--- src/rtl/MD_pkg.sv ---
// Shared types and constants for the MD position network interface.
// Build option NI_POS_SKID_EN selects the two-entry skid slice instead of a single pipeline register.
package MD_pkg;

  localparam int NI_AXIS_TDATA_WIDTH      = 512;
  localparam int NI_STREAMING_TDEST_WIDTH = 16;
  localparam int NI_PKT_CNT_WIDTH         = 32;

  typedef enum logic [1:0] {
    IDLE = 2'd0,
    RUN  = 2'd1,
    DONE = 2'd2
  } ni_state_e;

endpackage

--- src/rtl/axis_reg_slice.sv ---
// AXI-Stream register slice; NI_POS_SKID_EN adds a skid entry so in_rdy is a pure register.
// Latency: 1 cycle. Backpressure: skid build holds one extra beat; default build passes out_rdy through to in_rdy.
// en gates acceptance only; buffered beats always drain.
module axis_reg_slice #(
  parameter int W = 8
) (
  input  logic         clk,
  input  logic         rst,
  input  logic         en,
  input  logic [W-1:0] in_dat,
  input  logic         in_vld,
  output logic         in_rdy,
  output logic [W-1:0] out_dat,
  output logic         out_vld,
  input  logic         out_rdy
);

  logic in_fire;

`ifdef NI_POS_SKID_EN
  logic [W-1:0] skid_dat;
  logic         skid_vld;

  assign in_rdy  = en & ~skid_vld;
  assign in_fire = in_vld & in_rdy;

  always_ff @(posedge clk) begin
    if (rst) begin
      out_vld  <= 1'b0;
      out_dat  <= '0;
      skid_vld <= 1'b0;
      skid_dat <= '0;
    end else if (~out_vld | out_rdy) begin
      // Output slot frees up: the skid entry is older than anything arriving now
      if (skid_vld) begin
        out_dat  <= skid_dat;
        out_vld  <= 1'b1;
        skid_vld <= 1'b0;
      end else begin
        out_vld <= in_fire;
        if (in_fire) out_dat <= in_dat;
      end
    end else if (in_fire) begin
      skid_dat <= in_dat;
      skid_vld <= 1'b1;
    end
  end
`else
  assign in_rdy  = en & (~out_vld | out_rdy);
  assign in_fire = in_vld & in_rdy;

  always_ff @(posedge clk) begin
    if (rst) begin
      out_vld <= 1'b0;
      out_dat <= '0;
    end else if (in_fire) begin
      out_dat <= in_dat;
      out_vld <= 1'b1;
    end else if (out_rdy) begin
      out_vld <= 1'b0;
    end
  end
`endif

endmodule

--- src/rtl/network_interface_pos.sv ---
// Position-stream pass-through with packet-count completion (ap_start/ap_idle/ap_done); option NI_POS_SKID_EN.
// Latency: 1 cycle inbound to outbound. Backpressure: M tready stalls the slice, which drops S tready.
// Inbound accepted only in RUN; the slice keeps draining in every state.
module network_interface_pos
  import MD_pkg::*;
#(
  parameter int AXIS_TDATA_WIDTH      = NI_AXIS_TDATA_WIDTH,
  parameter int STREAMING_TDEST_WIDTH = NI_STREAMING_TDEST_WIDTH
) (
  input  logic                               ap_clk,
  input  logic                               ap_rst,
  input  logic [AXIS_TDATA_WIDTH-1:0]        S_AXIS_n2k_tdata,
  input  logic [AXIS_TDATA_WIDTH/8-1:0]      S_AXIS_n2k_tkeep,
  input  logic                               S_AXIS_n2k_tvalid,
  input  logic                               S_AXIS_n2k_tlast,
  input  logic [STREAMING_TDEST_WIDTH-1:0]   S_AXIS_n2k_tdest,
  output logic                               S_AXIS_n2k_tready,
  output logic [AXIS_TDATA_WIDTH-1:0]        M_AXIS_k2n_tdata,
  output logic [AXIS_TDATA_WIDTH/8-1:0]      M_AXIS_k2n_tkeep,
  output logic                               M_AXIS_k2n_tvalid,
  output logic                               M_AXIS_k2n_tlast,
  output logic [STREAMING_TDEST_WIDTH-1:0]   M_AXIS_k2n_tdest,
  input  logic                               M_AXIS_k2n_tready,
  input  logic [NI_PKT_CNT_WIDTH-1:0]        number_packets,
  input  logic                               reset_fsm_n,
  input  logic                               ap_start,
  output logic                               ap_idle,
  output logic                               ap_done
);

  localparam int KW = AXIS_TDATA_WIDTH / 8;
  localparam int PW = AXIS_TDATA_WIDTH + KW + 1 + STREAMING_TDEST_WIDTH;

  ni_state_e                    state_q, state_d;
  logic [NI_PKT_CNT_WIDTH-1:0]  target_q, pkt_cnt, cnt_next;
  logic                         srst, run, cnt_inc, reached;
  logic [PW-1:0]                in_dat, out_dat;

  assign srst = ap_rst | ~reset_fsm_n;
  assign run  = (state_q == RUN);

  // Saturating count: no increment once the target is reached
  assign cnt_inc  = M_AXIS_k2n_tvalid & M_AXIS_k2n_tready & M_AXIS_k2n_tlast & (pkt_cnt != target_q);
  assign cnt_next = cnt_inc ? pkt_cnt + NI_PKT_CNT_WIDTH'(1) : pkt_cnt;
  // Looking at the post-transfer count lets ap_done follow the last tlast by one cycle
  assign reached  = (cnt_next == target_q);

  always_comb begin
    state_d = state_q;
    case (state_q)
      IDLE:    if (ap_start) state_d = RUN;
      RUN:     if (reached) state_d = DONE;
      DONE:    state_d = IDLE;
      default: state_d = IDLE;
    endcase
  end

  always_ff @(posedge ap_clk) begin
    if (srst) begin
      state_q  <= IDLE;
      target_q <= '0;
      pkt_cnt  <= '0;
    end else begin
      state_q <= state_d;
      if (state_q == IDLE && ap_start) begin
        target_q <= number_packets;
        pkt_cnt  <= '0;
      end else begin
        pkt_cnt <= cnt_next;
      end
    end
  end

  assign ap_idle = (state_q == IDLE);
  assign ap_done = (state_q == DONE);

  assign in_dat = {S_AXIS_n2k_tdata, S_AXIS_n2k_tkeep, S_AXIS_n2k_tlast, S_AXIS_n2k_tdest};
  assign {M_AXIS_k2n_tdata, M_AXIS_k2n_tkeep, M_AXIS_k2n_tlast, M_AXIS_k2n_tdest} = out_dat;

  axis_reg_slice #(
    .W(PW)
  ) u_slice (
    .clk     (ap_clk),
    .rst     (srst),
    .en      (run),
    .in_dat  (in_dat),
    .in_vld  (S_AXIS_n2k_tvalid),
    .in_rdy  (S_AXIS_n2k_tready),
    .out_dat (out_dat),
    .out_vld (M_AXIS_k2n_tvalid),
    .out_rdy (M_AXIS_k2n_tready)
  );

endmodule

--- config.mk ---
export PLATFORM = sky130hd
export DESIGN_NAME = network_interface_pos
export DESIGN_NICKNAME = d
export VERILOG_FILES = /design/src/rtl/MD_pkg.sv /design/src/rtl/axis_reg_slice.sv /design/src/rtl/network_interface_pos.sv
export SDC_FILE = /design/constraint.sdc
export NUM_CORES = 1
export LEC_CHECK = 0
export BUFFER_PORTS_ARGS = -buffer_cell sky130_fd_sc_hd__buf_2
export CORE_AREA = 2 2 474 476
export CTS_CLUSTER_DIAMETER = 200
export CTS_CLUSTER_SIZE = 10
export DETAILED_ROUTE_END_ITERATION = 12
export DIE_AREA = 0 0 476 478
export PLACE_DENSITY = 0.35
export SLEW_MARGIN = 25
export SYNTH_ARGS = -nofsm -noshare
export SYNTH_HDL_FRONTEND = slang
export SYNTH_SLANG_ARGS = --single-unit
--- constraint.sdc ---
create_clock -name ap_clk -period 6.66 [get_ports ap_clk]
set_input_delay 1.332 -clock ap_clk [delete_from_list [all_inputs] [get_ports ap_clk]]
set_output_delay 1.332 -clock ap_clk [all_outputs]
set_load 0.05 [all_outputs]
==> run metrics, run 1 <==
sequential area share after synthesis 0.545; GPL Wtd Cong 0.903; via-per-instance ratio 3.64; Syn-to-layout area delta 47.9%; share of the synthesized area in the top cell type 0.545; width of the die 476 um; P_sw 2.52 mW; Tmin final 3.88 ns; detailed-route via count 26.4k; H-tree Lvls 3; Core Footprint 223,000 um^2; clk_lat worst skew 0.73 ns; internal power 6.37 mW; crit end category flop; CP max FO 7; Layout fillers 25.8k; CP required 7.34 ns; post-synth top area cell dfxtp_1; Slew @ Worst Pin 1.01 ns; port bufs 1,227; Mapped Avg Cell Area 7.77 um^2; Top Ports 1,228; leakage power 14.3 nW; Synthesis Warnings 0; Reg power frac 0.452; Unique masters post-synth 58; post-cts gate resize count 0; Pre-antenna DRT Iters 5; syn_nets 3,756; Cell Area, Synth 24,300 um^2; Post-synth top flop dfxtp_1; post-route setup TNS 0 ns; CTS Buffer Depth 3; Routed WL per cell 23.3 um; Clk pwr share 0.464; global-route wire length before repair 224 mm; final slew viol count 0; TritonCTS Buffers 77; Die Ht 478 um; r2r setup slk 2.78 ns; FP Rows 174; GR Overflow Total 0; area of the multi-input gates 10,200 um^2; CTS Hold Bufs 0; antenna-violating nets left 0; Worst Reg-to-Reg Cells 10; Post-synth top cells 1,279 x nand2_1, 660 x dfxtp_1, 634 x a21oi_1, 210 x clkbuf_1, 63 x nor2_1; reg-to-reg startpoint pkt_cnt[1]; die area 228,000 um^2; violation count after the first detailed-routing iteration 1,440; Max Clk Rate 0.258 GHz; Hold Vio Cnt, Final 0; pwr dens 248 nW/um^2; worst min path class reg2reg; Total Routed Length 169 mm; final net count 4,862; Cells after Synth 3,124; Gate power share 0.085; Final period util 0.583; RSZ-0062 raised after global routing no; worst r2r dst state_q[1]; max-cap viol count 0; HPWL after DPL 135 mm; Max transition margin 0.324; FFs w/ async S/R, synth 0; top post-synthesis cells by area dfxtp_1 54%, nand2_1 20%, a21oi_1 13%; Synth Register Bits 660; Global Route Usage Sum 0.142; final setup fails 0; most common cell in the netlist nand2_1; post-CTS setup buffers 0; largest net degree at the start of global routing 151; CP Class reg2reg; Initial Utilization 0.109; ratio of cells with drive above 1 in the final layout 0.321; switching part of the total 0.283; Setup crit start kind flop; EDFF count, synth 0; initial antenna violation count 99; status finished clean; CTS tree yes; clock sinks 660; Worst Path Arrival 4.56 ns; placed cell area 33,700 um^2; number of remaining DRC errors 0; Setup Skew 0.0662 ns; VDD IR-drop max 186 uV; Crit. Startpoint pkt_cnt[1]; Register Area 13,200 um^2; post-route cell area 35,900 um^2; Reg clk slew, reported paths 0.06 ns; CTS root buffer clkbuf_16; vias in the first global route 25.5k; worst setup path endpoint state_q[1]
registers in the layout (all words and copies together), names as in the netlist:
signal and cells:
u_slice.out_vld 1, state_q 2, pkt_cnt 32, target_q 32
u_slice.out_dat 593
power groups by stage:
stage	registers [mW]	logic, mW	clock network, mW
4_1_cts	4.02	0.768	4.39
6_report	4.02	0.752	4.12
5_1_grt	4.02	0.812	4.49
2_1_floorplan	4.22	0.226	0
3_3_place_gp	4.10	0.768	0
3_5_place_dp	4.10	0.765	0
layout by cell type (no fill, tap or decap), types with 3 or more instances in the layout:
master,synthesis,final
and4_1,8,8
a21boi_0,3,3
xor2_1,43,43
or4_1,4,4
nor2b_1,16,16
o21ai_0,8,8
a31oi_1,4,4
nand4_1,16,16
o211ai_1,4,4
or3_1,4,4
o31ai_1,4,4
buf_4,2,15
o2111ai_1,4,4
mux2_2,3,3
and2_1,4,3
a211oi_1,3,3
nand2b_1,7,6
mux2i_1,6,6
nand2_1,1279,1278
xnor2_1,26,26
nand3_1,17,17
a21oi_1,634,634
nor2_1,63,63
nor4_1,20,20
clkbuf_16,0,77
buf_2,13,1227
dfxtp_1,660,660
and3_1,4,4
nor3_1,7,7
diode_2,0,17
inv_1,7,7
buf_12,0,15
through the flow:
step / power (mW) / worst slack, ns / std cells / utilization / hold WS, ns
final: 8.89 / 2.78 / 7248 / 0.161 / 0.450
after floorplan: 4.44 / 3.21 / 3124 / - / 0.448
after global routing: 9.32 / 2.51 / 7238 / 0.161 / 0.464
after detailed placement: 4.87 / 2.70 / 7143 / 0.151 / 0.443
after global placement: 4.87 / 2.70 / 7143 / 0.151 / 0.439
after CTS: 9.17 / 2.71 / 7231 / 0.161 / 0.451
metal layers:
layer / vias to the layer above / GRT usage / routed length [um]
met3: 291 / 0.0548 / 16300
met4: 62 / 0.0283 / 3090
li1: 12400 / - / -
met5: - / 0 / 414
met2: 1172 / 0.231 / 77200
met1: 12500 / 0.176 / 71800
critical path, cell delays in order (launching register included):
cell	delay, ns
dfxtp_1	0.46
ha_1	0.37
nand4_2	0.26
or3_1	0.59
nor3_1	0.37
o211ai_1	0.23
a32oi_1	0.32
nand4_1	0.19
or4_1	0.62
nor2_1	0.20
and4_1	0.21
worst min-delay path by stage:
stage | start | endpoint | slack, ns | cells after the start
after floorplan | target_q[0] | target_q[0] | 0.45 | 2
after CTS | u_slice.out_dat[382] | u_slice.out_dat[382] | 0.45 | 2
final | u_slice.out_dat[257] | u_slice.out_dat[257] | 0.45 | 2
after detailed placement | u_slice.out_dat[248] | u_slice.out_dat[248] | 0.44 | 2
after global routing | u_slice.out_dat[257] | u_slice.out_dat[257] | 0.46 | 2
after global placement | u_slice.out_dat[460] | u_slice.out_dat[460] | 0.44 | 2
final cells by class:
| class | count | share of cell area |
|---|---|---|
| diodes | 17 | 0.00119 |
| repair buffers | 1257 | 0.183 |
| multi-input cells | 2227 | 0.283 |
| flip-flops and latches | 660 | 0.368 |
| well taps | 2992 | 0.104 |
| clock buffers | 77 | 0.0537 |
| clock inverters | 11 | 0.00607 |
| inverters | 7 | 0.000732 |
cell families after synthesis:
family / Yosys count / synth area share
xor+xnor: 70 / 0.0258
buf+inv: 237 / 0.0376
flops: 660 / 0.545
fa+ha+maj: 1 / 0.000516
compound gates: 689 / 0.149
simple gates: 1458 / 0.239
mux: 9 / 0.00387
Note: power is estimated with default switching activity, not from simulation.
==> inputs of run 2 (changes only) <==
Settings changed: PLACE_DENSITY 0.35 to 0.36.
Clock period 6.66 ns to 3.5 ns, I/O delays scaled along.
==> run 2 against run 1 <==
  * Final area rose by 4.4%
  * Critical path type unchanged
  * Final cell count rose by 2.8%
  * Utilization grew 0.71 points
==> run metrics, run 2 (same netlist as run 1, synthesis figures left out) <==
Worst Path Arrival 3.98 ns (was 4.56 ns); Total Routed Length 177 mm (was 169 mm); clock sinks 660 (unchanged); top flop regs u_slice.out_dat (593), pkt_cnt (32), target_q (32) (unchanged); clk_lat worst skew 0.71 ns (was 0.73 ns); final net count 5,055 (was 4,862); Max transition margin 0.466 (was 0.324); most common cell after layout, fill and taps aside nand2_1 (unchanged); width of the die 476 um (unchanged); initial antenna violation count 81 (was 99); largest net degree at the start of global routing 118 (was 151); worst r2r dst state_q[1] (unchanged); slowest stage delay, CP 0.56 ns (was 0.62 ns); Util after Layout 0.168 (was 0.161); Worst Reg-to-Reg Cells 12 (was 10); TritonCTS Buffers 76 (was 77); placed cell area 35,300 um^2 (was 33,700 um^2); RSZ-0062 raised after global routing no (unchanged); FP Rows 174 (unchanged); P_sw 4.76 mW (was 2.52 mW); via-per-instance ratio 3.64 (about the same); pwr dens 450 nW/um^2 (was 248 nW/um^2); Final period util 0.953 (was 0.583); H-tree Lvls 3 (unchanged); Syn-to-layout area delta 54.4% (was 47.9%); post-route setup TNS 0 ns (unchanged); crit end category flop (unchanged); Setup crit start kind flop (unchanged); Fin Hold WS 0.217 ns (was 0.450 ns); max reg flops 593 (unchanged); vias in the first global route 26.9k (was 25.5k); Reg clk slew, reported paths 0.07 ns (was 0.06 ns); Overall Power 16.9 mW (was 8.89 mW); Worst Hold Launch S_AXIS_n2k_tdata[219] (was u_slice.out_dat[257]); CTS tree yes (unchanged); leakage power 15.3 nW (was 14.3 nW); Critical path buffers and inverters 3 (was 0); Pre-antenna DRT Iters 6 (was 5); CP max FO 4 (was 7); max-cap viol count 0 (unchanged); Cell Chain, Critical Path xor2_1 > nor4_1 > nand4_1 > buf_4 > o21ai_0 > buf_4 > mux2i_1 > o2111ai_1 > a2111oi_0 > buf_4 > and4_1 > and4_1 (was ha_1 > nand4_2 > or3_1 > nor3_1 > o211ai_1 > a32oi_1 > nand4_1 > or4_1 > nor2_1 > and4_1); switching part of the total 0.282 (was 0.283); final slew viol count 0 (unchanged); worst hold stages 3 (was 2); antenna-violating nets left 0 (unchanged); internal power 12.1 mW (was 6.37 mW); GPL Wtd Cong 0.884 (was 0.903); Initial Utilization 0.109 (unchanged); status finished clean (unchanged); Slew @ Worst Pin 0.801 ns (was 1.01 ns); most frequent cells in the layout 1,278 x nand2_1, 1,227 x buf_2, 660 x dfxtp_1, 634 x a21oi_1, 197 x buf_4 (was 1,278 x nand2_1, 1,227 x buf_2, 660 x dfxtp_1, 634 x a21oi_1, 77 x clkbuf_16); worst min path class in2reg (was reg2reg); port bufs 1,227 (unchanged); number of remaining DRC errors 0 (unchanged); Gate power share 0.096 (was 0.085); Core Footprint 223,000 um^2 (unchanged); CTS Buffer Depth 3 (unchanged); Most flops, register u_slice.out_dat (unchanged); HPWL after DPL 147 mm (was 135 mm); Die Ht 478 um (unchanged); CP dominant cell by count buf_4; Crit. Startpoint target_q[5] (was pkt_cnt[1]); Reg power frac 0.453 (was 0.452); Global Route Usage Sum 0.149 (was 0.142); final setup fails 0 (unchanged); CTS root buffer clkbuf_16 (unchanged); Crit path max-delay family simple AND/OR/NAND/NOR gates (unchanged); Clk pwr share 0.450 (was 0.464); die area 228,000 um^2 (unchanged); Routed WL per cell 23.8 um (was 23.3 um); post-route cell area 37,500 um^2 (was 35,900 um^2); Top Ports 1,228 (unchanged); CP Class reg2reg (unchanged); detailed-route via count 27.1k (was 26.4k); worst setup path endpoint state_q[1] (unchanged); GR Overflow Total 0 (unchanged); violation count after the first detailed-routing iteration 1,737 (was 1,440); Setup Skew 0.0428 ns (was 0.0662 ns); ratio of cells with drive above 1 in the final layout 0.351 (was 0.321); VDD IR-drop max 324 uV (was 186 uV); Max Clk Rate 0.300 GHz (was 0.258 GHz); global-route wire length before repair 233 mm (was 224 mm); reg-to-reg startpoint target_q[5] (was pkt_cnt[1]); r2r setup slk 0.16 ns (was 2.78 ns); CP required 4.14 ns (was 7.34 ns); Crit path depth 12 (was 10); Tmin final 3.34 ns (was 3.88 ns); CP max-delay cell nor4_1 (was or4_1); Hold Vio Cnt, Final 0 (unchanged)
==> run 2: worst min-delay path by stage <==
stage	endpoint
6_report	u_slice.out_dat[300]
5_1_grt	u_slice.out_dat[293]
4_1_cts	u_slice.out_dat[300]
3_5_place_dp	u_slice.out_dat[173]
3_3_place_gp	u_slice.out_dat[533]
2_1_floorplan	target_q[0]
==> run 2: repair_timing <==
action	in CTS	in global routing
setup endpoints to repair	0	2
setup buffers	0	0
resized for setup	0	3
hold buffers	0	0
==> run 2: metrics by stage <==
step / instances / setup slack, ns
after global routing: 7433 / 0.0191
after detailed placement: 7337 / 0.133
after floorplan: 3124 / 0.607
after CTS: 7422 / 0.113
after global placement: 7337 / 0.133
final: 7448 / 0.163
==> run 2: power by group through the flow <==
stage               Clock (mW)  Sequential, mW  Combinational, mW
finish                    7.59            7.64               1.62
global route              8.16            7.64               1.73
CTS                       7.96            7.64               1.65
detailed placement           0            7.80               1.64
global placement             0            7.80               1.65
floorplan                    0            8.02              0.430
==> run 2: worst reg2reg max path: stages, from the launching register on <==
cell and delay [ns]:
dfxtp_1 0.32, xor2_1 0.17, nor4_1 0.56, nand4_1 0.25
buf_4 0.21, o21ai_0 0.15, buf_4 0.15, mux2i_1 0.22
o2111ai_1 0.16, a2111oi_0 0.44, buf_4 0.18, and4_1 0.24
and4_1 0.19
==> run 2: cell type report <==
| class | instances | area [um^2] |
|---|---|---|
| Antenna cell | 26 | 65.1 |
| Clock buffer | 77 | 1910 |
| Clock inverter | 8 | 184 |
| Fill cell | 25800 | 186000 |
| Inverter | 7 | 26.3 |
| Multi-Input combinational cell | 2227 | 10200 |
| Sequential cell | 660 | 13200 |
| Tap cell | 2992 | 3740 |
| Timing Repair Buffer | 1451 | 8160 |
==> run 2: layer usage <==
layer	global-route usage	vias up	routed length, um
li1	-	12800	-
met5	0	-	401
met2	0.245	1132	81900
met1	0.178	12900	72100
met4	0.0456	60	5430
met3	0.0562	257	17200
